## src/rtl/mem_pkg.sv

```systemverilog
// Shared types and constants for the I/D memory arbiter.
// FSM encoding, default line size and the line-base helper.
package mem_pkg;

    typedef enum logic [1:0] {
        ST_IDLE    = 2'd0,
        ST_BURST_I = 2'd1,
        ST_BURST_D = 2'd2
    } state_t;

    localparam int LINE_WORDS_DEF = 4;
    localparam int WORD_OFF       = 2;

    function automatic logic [31:0] line_base(
        input logic [31:0] addr,
        input int          cnt_w
    );
        logic [31:0] mask;
        mask      = (32'd1 << (cnt_w + WORD_OFF)) - 32'd1;
        line_base = addr & ~mask;
    endfunction

endpackage

```

## src/rtl/mem_burst_cnt.sv

```systemverilog
// Beat counter and in-line word address generator for one burst.
// The offset is OR-ed onto a cleared base, so it never carries into the tag.
module mem_burst_cnt
    import mem_pkg::*;
#(
    parameter int LINE_WORDS = LINE_WORDS_DEF
) (
    input  logic        i_clk,
    input  logic        i_rst_n,
    input  logic        i_load,
    input  logic        i_adv,
    input  logic [31:0] i_addr,
    output logic [31:0] o_addr,
    output logic        o_last
);

    localparam int CNT_W = $clog2(LINE_WORDS);

    logic [CNT_W-1:0] r_cnt;
    logic [31:0]      r_base;

    always_ff @(posedge i_clk or negedge i_rst_n) begin
        if (!i_rst_n) begin
            r_cnt  <= '0;
            r_base <= '0;
        end else if (i_load) begin
            r_cnt  <= '0;
            r_base <= line_base(i_addr, CNT_W);
        end else if (i_adv) begin
            r_cnt  <= r_cnt + CNT_W'(1);
        end
    end

    assign o_addr = r_base
                  | {{(32-CNT_W-WORD_OFF){1'b0}}, r_cnt, {WORD_OFF{1'b0}}};
    assign o_last = (r_cnt == CNT_W'(LINE_WORDS - 1));

endmodule

```

## src/rtl/mem_arbiter.sv

```systemverilog
// Round-robin arbiter between I/D cache miss paths and a word-wide memory bus.
// Each grant runs one full-line burst; read beats return one cycle after handshake.
module mem_arbiter
    import mem_pkg::*;
#(
    parameter int LINE_WORDS = LINE_WORDS_DEF
) (
    input  logic        iCLK,
    input  logic        iRSTn,
    input  logic        iIreqVALID,
    input  logic [31:0] iIreqADDR,
    output logic        oIreqREADY,
    output logic [31:0] oIrdDATA,
    output logic        oIrdVALID,
    output logic        oIrdLAST,
    input  logic        iDreqVALID,
    input  logic        iDreqWE,
    input  logic [31:0] iDreqADDR,
    input  logic [31:0] iDwrDATA,
    output logic        oDreqREADY,
    output logic        oDwrACK,
    output logic [31:0] oDrdDATA,
    output logic        oDrdVALID,
    output logic        oDrdLAST,
    output logic        oMemVALID,
    output logic        oMemWE,
    output logic [31:0] oMemADDR,
    output logic [31:0] oMemWDATA,
    input  logic        iMemREADY,
    input  logic [31:0] iMemRDATA
);

    state_t      r_state;
    state_t      w_next;
    logic        r_rr_last;
    logic        r_we;
    logic        r_ireq_ready;
    logic        r_dreq_ready;
    logic [31:0] r_irdata;
    logic        r_irvalid;
    logic        r_irlast;
    logic [31:0] r_drdata;
    logic        r_drvalid;
    logic        r_drlast;

    logic        w_grant_i;
    logic        w_grant_d;
    logic        w_busy;
    logic        w_hs;
    logic        w_last;
    logic        w_in_i;
    logic        w_in_d;
    logic [31:0] w_addr;
    logic [31:0] w_req_addr;

    mem_burst_cnt #(
        .LINE_WORDS (LINE_WORDS)
    ) u_cnt (
        .i_clk   (iCLK),
        .i_rst_n (iRSTn),
        .i_load  (w_grant_i | w_grant_d),
        .i_adv   (w_hs),
        .i_addr  (w_req_addr),
        .o_addr  (w_addr),
        .o_last  (w_last)
    );

    assign w_in_i     = (r_state == ST_BURST_I);
    assign w_in_d     = (r_state == ST_BURST_D);
    assign w_busy     = w_in_i | w_in_d;
    assign w_hs       = oMemVALID & iMemREADY;
    assign w_req_addr = w_grant_i ? iIreqADDR : iDreqADDR;

    // r_rr_last = 1 means D was granted last; a tie goes to the other side.
    always_comb begin
        w_grant_i = 1'b0;
        w_grant_d = 1'b0;
        if (r_state == ST_IDLE) begin
            if (iIreqVALID && iDreqVALID) begin
                w_grant_i = r_rr_last;
                w_grant_d = !r_rr_last;
            end else begin
                w_grant_i = iIreqVALID;
                w_grant_d = iDreqVALID;
            end
        end
    end

    always_ff @(posedge iCLK or negedge iRSTn) begin
        if (!iRSTn) begin
            r_state      <= ST_IDLE;
            r_rr_last    <= 1'b1;
            r_we         <= 1'b0;
            r_ireq_ready <= 1'b0;
            r_dreq_ready <= 1'b0;
        end else begin
            r_state      <= w_next;
            r_ireq_ready <= w_grant_i;
            r_dreq_ready <= w_grant_d;
            if (w_grant_i) begin
                r_rr_last <= 1'b0;
                r_we      <= 1'b0;
            end else if (w_grant_d) begin
                r_rr_last <= 1'b1;
                r_we      <= iDreqWE;
            end
        end
    end

    always_comb begin
        w_next = r_state;
        unique case (r_state)
            ST_IDLE: begin
                if (w_grant_i)      w_next = ST_BURST_I;
                else if (w_grant_d) w_next = ST_BURST_D;
            end
            ST_BURST_I, ST_BURST_D: begin
                if (w_hs && w_last) w_next = ST_IDLE;
            end
            default: w_next = ST_IDLE;
        endcase
    end

    always_comb begin
        oMemVALID = 1'b0;
        oMemWE    = 1'b0;
        oMemADDR  = '0;
        oMemWDATA = '0;
        if (w_busy) begin
            oMemVALID = 1'b1;
            oMemWE    = r_we;
            oMemADDR  = w_addr;
            if (r_we) oMemWDATA = iDwrDATA;
        end
    end

    assign oDwrACK = w_hs & r_we;

    // Returned read beats and end-of-burst markers, one cycle after handshake.
    always_ff @(posedge iCLK or negedge iRSTn) begin
        if (!iRSTn) begin
            r_irdata  <= '0;
            r_irvalid <= 1'b0;
            r_irlast  <= 1'b0;
            r_drdata  <= '0;
            r_drvalid <= 1'b0;
            r_drlast  <= 1'b0;
        end else begin
            r_irvalid <= w_hs & w_in_i;
            r_irlast  <= w_hs & w_in_i & w_last;
            r_drvalid <= w_hs & w_in_d & !r_we;
            r_drlast  <= w_hs & w_in_d & w_last;
            if (w_hs && w_in_i)          r_irdata <= iMemRDATA;
            if (w_hs && w_in_d && !r_we) r_drdata <= iMemRDATA;
        end
    end

    assign oIreqREADY = r_ireq_ready;
    assign oDreqREADY = r_dreq_ready;
    assign oIrdDATA   = r_irdata;
    assign oIrdVALID  = r_irvalid;
    assign oIrdLAST   = r_irlast;
    assign oDrdDATA   = r_drdata;
    assign oDrdVALID  = r_drvalid;
    assign oDrdLAST   = r_drlast;

endmodule

```

## config.mk

```make
export PLATFORM = sky130hd
export DESIGN_NAME = mem_arbiter
export DESIGN_NICKNAME = d
export VERILOG_FILES = /design/src/rtl/mem_pkg.sv /design/src/rtl/mem_burst_cnt.sv /design/src/rtl/mem_arbiter.sv
export SDC_FILE = /design/constraint.sdc
export NUM_CORES = 1
export LEC_CHECK = 0
export CORE_UTILIZATION = 42
export DETAILED_ROUTE_END_ITERATION = 12
export PLACE_DENSITY = 0.87
export SETUP_SLACK_MARGIN = 0.3
export SYNTH_ARGS = -nofsm -noshare
export SYNTH_HDL_FRONTEND = slang
export SYNTH_SLANG_ARGS = --single-unit
```

## constraint.sdc

```tcl
create_clock -name iCLK -period 4.7 [get_ports iCLK]
set_input_delay 0.47 -clock iCLK [delete_from_list [all_inputs] [get_ports iCLK]]
set_output_delay 0.47 -clock iCLK [all_outputs]
set_load 0.01 [all_outputs]
```

==> run_results.csv, run 1 <==
group,metric,value,unit
clock_tree,clk_pin_slew_worst_paths,70,ps
sta,fmax,0.3003,GHz
drt,drc,0,
sta,rsz0062_at_grt,"no",
floorplan,die_x,109.5,um
power,power_leakage,3.411,nW
clock_tree,htree_levels,3,
sta,fin_crit,3330,ps
worst_setup_path,critPathTopFamily,"buffers and inverters",
drt,wl_per_cell,17.83,um
clock_tree,cts_made_buffers,9,
drt,dr.pass1.iters,5,
power,ir_drop,0.3731,mV
worst_setup_path,crit_path_max_incr_delay,940,ps
clock_tree,cts-resized-gates,0,
clock_tree,hold_buffers,0,
worst_setup_path,crit_buf_inv,3,
layout,antenna_cells,0,
grt,antenna_found_initial,0,
drt,drtAntennaViolNets,0,
worst_setup_path,worstSetupStartpointType,"register",
worst_setup_path,r2r_slack,1820,ps
sta,finalSetupViolCount,0,
floorplan,fp-row-count,38,
sta,tightest_slew,1245,ps
layout,multi_input_comb_area,0.002019,mm^2
floorplan,die_area,0.01198,mm^2
layout,drive_gt1_frac,0.1322,
yosys,synthCells,417,
drt,wl,14.23,mm
clock_tree,post_cts_buffers,0,
floorplan,die_h,109.5,um
worst_setup_path,cp_cell_sequence,"inv_1 -> ha_1 -> buf_4 -> and2_1 -> clkdlybuf4s50_1",
clock_tree,clock_path_buffers,2,
drt,vias_per_cell,5.159,
sta,worst_clock_skew,6.356,ps
worst_setup_path,arrival,2860,ps
worst_setup_path,slowest_stage,"ha_1",
placed_design,hpwl,10.29,mm
grt,grt_max_degree,56,
worst_setup_path,cp_max_fo,41,
grt,grt_pass1_wl,21.64,mm
worst_setup_path,critical_path_class,"reg -> out",
worst_setup_path,regToRegStartpoint,"r_state[1]",
layout,fin_util,0.6996,
clock_tree,cts.sinks,104,
sta,drv_slew,0,
layout,final_nets,792,
worst_setup_path,r2r-end,"oDrdDATA[10]",
drt,vias,4117,
worst_setup_path,reg2regPathDepth,4,
clock_tree,cts_tree,"done",
layout,fill_cells,795,
drt,drt_iter0_markers,256,
clock_tree,cts_root_buf,"clkbuf_16",
placed_design,port_buffers,260,
grt,first_global_vias,4181,
floorplan,fp.coreArea,0.01103,mm^2
power,pwr_density_cell,637.8,mW/mm^2
status,status,"complete, no violations",
power,totalPowerFinal,0.004923,W
sta,finalSetupTns,0,ps
yosys,syn_avg_cell_area,11.63,um^2
worst_setup_path,required,4230,ps
layout,seqCellArea,0.002604,mm^2
worst_setup_path,critPathCaptureType,"primary output",
yosys,yosysWarnings,0,
clock_tree,clock_latency,330,ps
hold_path,worstHoldPathType,"in -> async",
grt,grt_usage,0.2377,
layout,area_growth,59.09,%
yosys,yosys_register_bits,104,
floorplan,start_util,0.4398,
yosys,ys_seq_area_frac,0.5368,
sta,hold_viol,0,
sta,maxSlewHeadroom,0.1697,
flow_run,cap_violations,0,
placed_design,place_congestion,0.7794,
yosys,synth_cell_type_count,32,
grt,overflow,0,
yosys,netlist_area,0.004851,mm^2
sta,period_share,0.7085,
floorplan,io_pins,271,
## cell usage after synthesis
cell | count | area (um^2)
and2_1 | 32 | 200.2
buf_2 | 14 | 70.07
o32ai_1 | 1 | 8.760
o21a_1 | 1 | 7.510
nor2b_4 | 1 | 13.76
and3_1 | 34 | 212.7
dfrtp_1 | 103 | 2577
nand4b_4 | 1 | 23.77
nand2_1 | 5 | 18.77
nand2b_1 | 1 | 6.260
a31oi_1 | 27 | 168.9
ha_1 | 4 | 50.05
nand3_1 | 2 | 10.01
clkbuf_1 | 13 | 48.80
nand2_2 | 1 | 6.260
conb_1 | 1 | 3.750
a21oi_1 | 30 | 150.1
nor2_1 | 30 | 112.6
dfstp_2 | 1 | 26.28
o21ai_1 | 3 | 15.01
mux2_2 | 35 | 394.1
o22ai_1 | 1 | 6.260
inv_1 | 7 | 26.28
o21ai_0 | 25 | 125.1
a21o_1 | 1 | 7.510
buf_4 | 6 | 45.04
xor2_1 | 1 | 8.760
a22o_1 | 1 | 8.760
buf_6 | 4 | 45.04
mux2_4 | 29 | 435.4
a21boi_0 | 1 | 7.510
a221o_1 | 1 | 10.01
## worst max-delay path by stage
stage | start | endpoint | slack [ps] | depth (start not counted)
floorplan | r_state[0] | oMemWDATA[12] | 2800 | 5
global placement | iIreqVALID | u_cnt.r_base[16] | 1580 | 4
detailed placement | iIreqVALID | u_cnt.r_base[30] | 1390 | 4
CTS | r_state[1] | oMemADDR[28] | 1360 | 5
global route | r_state[0] | oMemADDR[28] | 1200 | 5
finish | r_state[1] | oMemADDR[28] | 1370 | 5
## final cells by class
cell class / instances / share of cell area
Multi-Input combinational cell: 270 / 0.2617
Inverter: 7 / 0.003405
Clock inverter: 6 / 0.006809
Clock buffer: 9 / 0.02918
Sequential cell: 104 / 0.3374
Tap cell: 140 / 0.02270
Timing Repair Buffer: 262 / 0.3388
## report_power, final
group	internal [W]	switching, W
combinational	0.00152	0.00112
sequential	0.00132	0.000258
clock	0.000365	0.000340
## placed cells by master (no fill, tap or decap), types with 4 or more instances in the layout
cell             count
and2_1              32
nor2_1              30
a31oi_1             27
nand2_1              5
inv_1                7
a21oi_1             30
clkdlybuf4s50_1    259
and3_1              34
ha_1                 4
mux2_4              29
clkbuf_16            9
mux2_2              35
o21ai_0             25
dfrtp_1            103
## per-layer routing
metal | share of wire | up-vias | track usage
li1 | - | 1926 | -
met5 | 0 | - | 0
met2 | 0.49 | 178 | 0.4196
met3 | 0.079 | 20 | 0.05809
met4 | 0.020 | 0 | 0.08190
met1 | 0.41 | 1993 | 0.2817
## sequential cells by signal, summed over array words and instances, names as in the netlist
register / count
r_rr_last: 1
u_cnt.r_base: 28
oIrdLAST: 1
oIreqREADY: 1
r_we: 1
oDreqREADY: 1
r_state: 2
u_cnt.r_cnt: 2
oIrdDATA: 32
oIrdVALID: 1
oDrdLAST: 1
oDrdDATA: 32
oDrdVALID: 1
## cell families (layout without fill, tap and decap cells)
kind of cell / count (synthesis) / in the layout / share of synthesized area
AOI/OAI and AO/OA: 92 / 92 / 0.1063
xor gates and xnor gates: 1 / 1 / 0.001806
adders and majority gates: 4 / 4 / 0.01032
buffers and inverters: 44 / 284 / 0.04849
DFF: 104 / 104 / 0.5368
muxes: 64 / 64 / 0.1710
other: 1 / 2 / 0.0007731
and+or+nand+nor: 107 / 107 / 0.1246
## stage by stage
stage          std cells  instance area (um^2)  hold WS [ps]  setup slack (ps)
6_report             798                  7717         177.1              1370
5_1_grt              798                  7717         231.0              1202
4_1_cts              798                  7717         199.0              1362
3_5_place_dp         783                  7440         492.2              1389
3_3_place_gp         783                  7440         487.3              1581
2_1_floorplan        418                  4855         174.4              2798
Power figures use the tool's default switching activity.
==> run 2: changes to the inputs <==
Settings changed: CORE_UTILIZATION 42 to 39, PLACE_DENSITY 0.87 to 0.81.
Clock period 4.7 ns to 3.45 ns, I/O delays scaled along.
==> run_results.csv, run 2 (synthesized netlist as in run 1, its figures left out) <==
group,metric,value,unit
status,status,"complete, no violations",
power,power_leakage,3.432,nW
sta,finalSetupViolCount,0,
sta,fmax,0.3647,GHz
grt,overflow,0,
clock_tree,post_cts_buffers,0,
floorplan,start_util,0.4022,
drt,drt_iter0_markers,243,
worst_setup_path,worstSetupStartpointType,"register",
clock_tree,cts.sinks,104,
placed_design,hpwl,10.45,mm
worst_setup_path,cp_max_fo,41,
drt,wl_per_cell,17.60,um
worst_setup_path,required,3110,ps
floorplan,io_pins,271,
flow_run,cap_violations,0,
power,totalPowerFinal,0.006733,W
drt,wl,14.61,mm
layout,fill_cells,924,
power,pwr_density_cell,866.2,mW/mm^2
grt,grt_usage,0.2258,
grt,first_global_vias,4222,
layout,fin_util,0.6445,
grt,grt_max_degree,87,
layout,drive_gt1_frac,0.1375,
grt,grt_pass1_wl,22.26,mm
placed_design,post-place-ws,914.4,ps
sta,period_share,0.7948,
clock_tree,htree_levels,3,
grt,antenna_found_initial,0,
floorplan,fp-row-count,40,
layout,mostFrequentLayoutCells,"clkdlybuf4s50_1 (259), dfrtp_1 (103), mux2_2 (35)",
clock_tree,clk_pin_slew_worst_paths,70,ps
clock_tree,cts-resized-gates,0,
floorplan,fp.coreArea,0.01206,mm^2
sta,hold_viol,0,
clock_tree,clock_latency,350,ps
sta,fin_ws,707.8,ps
floorplan,die_h,113.5,um
placed_design,placed_cells,815,
layout,instances_no_fill,830,
layout,area_growth,60.25,%
worst_setup_path,critical_path_class,"reg -> out",
placed_design,place_congestion,0.8274,
clock_tree,cts_made_buffers,9,
layout,final_common_cell,"clkdlybuf4s50_1",
sta,fin_crit,2742,ps
drt,vias_per_cell,5.100,
clock_tree,cts_tree,"done",
sta,tightest_slew,1092,ps
worst_setup_path,r2r_slack,1130,ps
clock_tree,hold_buffers,0,
hold_path,worstHoldPathType,"in -> async",
drt,dr.pass1.iters,4,
floorplan,die_x,113.5,um
worst_setup_path,arrival,2400,ps
placed_design,port_buffers,260,
drt,drtAntennaViolNets,0,
sta,finalSetupTns,0,ps
layout,final_nets,796,
drt,vias,4233,
clock_tree,cts_root_buf,"clkbuf_16",
sta,worst_clock_skew,3.869,ps
sta,maxSlewHeadroom,0.2717,
floorplan,die_area,0.01289,mm^2
sta,drv_slew,0,
power,ir_drop,0.4450,mV
clock_tree,clock_path_buffers,2,
layout,antenna_cells,0,
sta,rsz0062_at_grt,"no",
drt,drc,0,
worst_setup_path,critPathCaptureType,"primary output",
==> run 2: metal layers <==
metal	global-route usage	vias up	share of wire
li1	-	1936	-
met1	0.2524	2075	0.39
met2	0.4012	200	0.50
met3	0.07492	22	0.088
met4	0.07895	0	0.019
met5	0	-	0
==> run 2: report_power, final <==
group          internal [W]  switching, W
combinational       0.00209       0.00153
clock              0.000491      0.000469
sequential          0.00180      0.000349
==> run 2: path summary, 6_finish.rpt <==
path / from / end / depth (start not counted)
max: r_state[0] / oMemWDATA[3] / 5
min: iRSTn / oDrdDATA[25] / 1
max reg2reg: r_we / oDrdDATA[9] / 2
min reg2reg: oIrdDATA[24] / oIrdDATA[24] / 1
max in group asynchronous: iRSTn / oDrdDATA[19] / 2
min in group iCLK: oIrdDATA[24] / oIrdDATA[24] / 1
==> run 2: worst max-delay path, stage by stage (launching register included) <==
cell             delay, ps
dfrtp_1                350
inv_1                   70
ha_1                   480
buf_4                  360
and3_1                 220
clkdlybuf4s50_1        550
==> run 2: through the flow <==
| step | instance area [um^2] | hold WS [ps] |
|---|---|---|
| 6_report | 7774 | 195.6 |
| 3_5_place_dp | 7505 | 491.9 |
| 5_1_grt | 7774 | 278.4 |
| 4_1_cts | 7774 | 225.9 |
| 2_1_floorplan | 4855 | 49.41 |
| 3_3_place_gp | 7505 | 486.1 |
==> run 2: area by class of cell <==
class / instances / area, um^2 / share of cell area
clock buffer: 9 / 225.2 / 0.02897
clock inverter: 6 / 43.79 / 0.005633
inverter: 7 / 26.28 / 0.003380
multi-input combinational: 270 / 2019 / 0.2598
sequential: 104 / 2604 / 0.3349
tap: 168 / 210.2 / 0.02704
timing repair buffer: 266 / 2645 / 0.3403
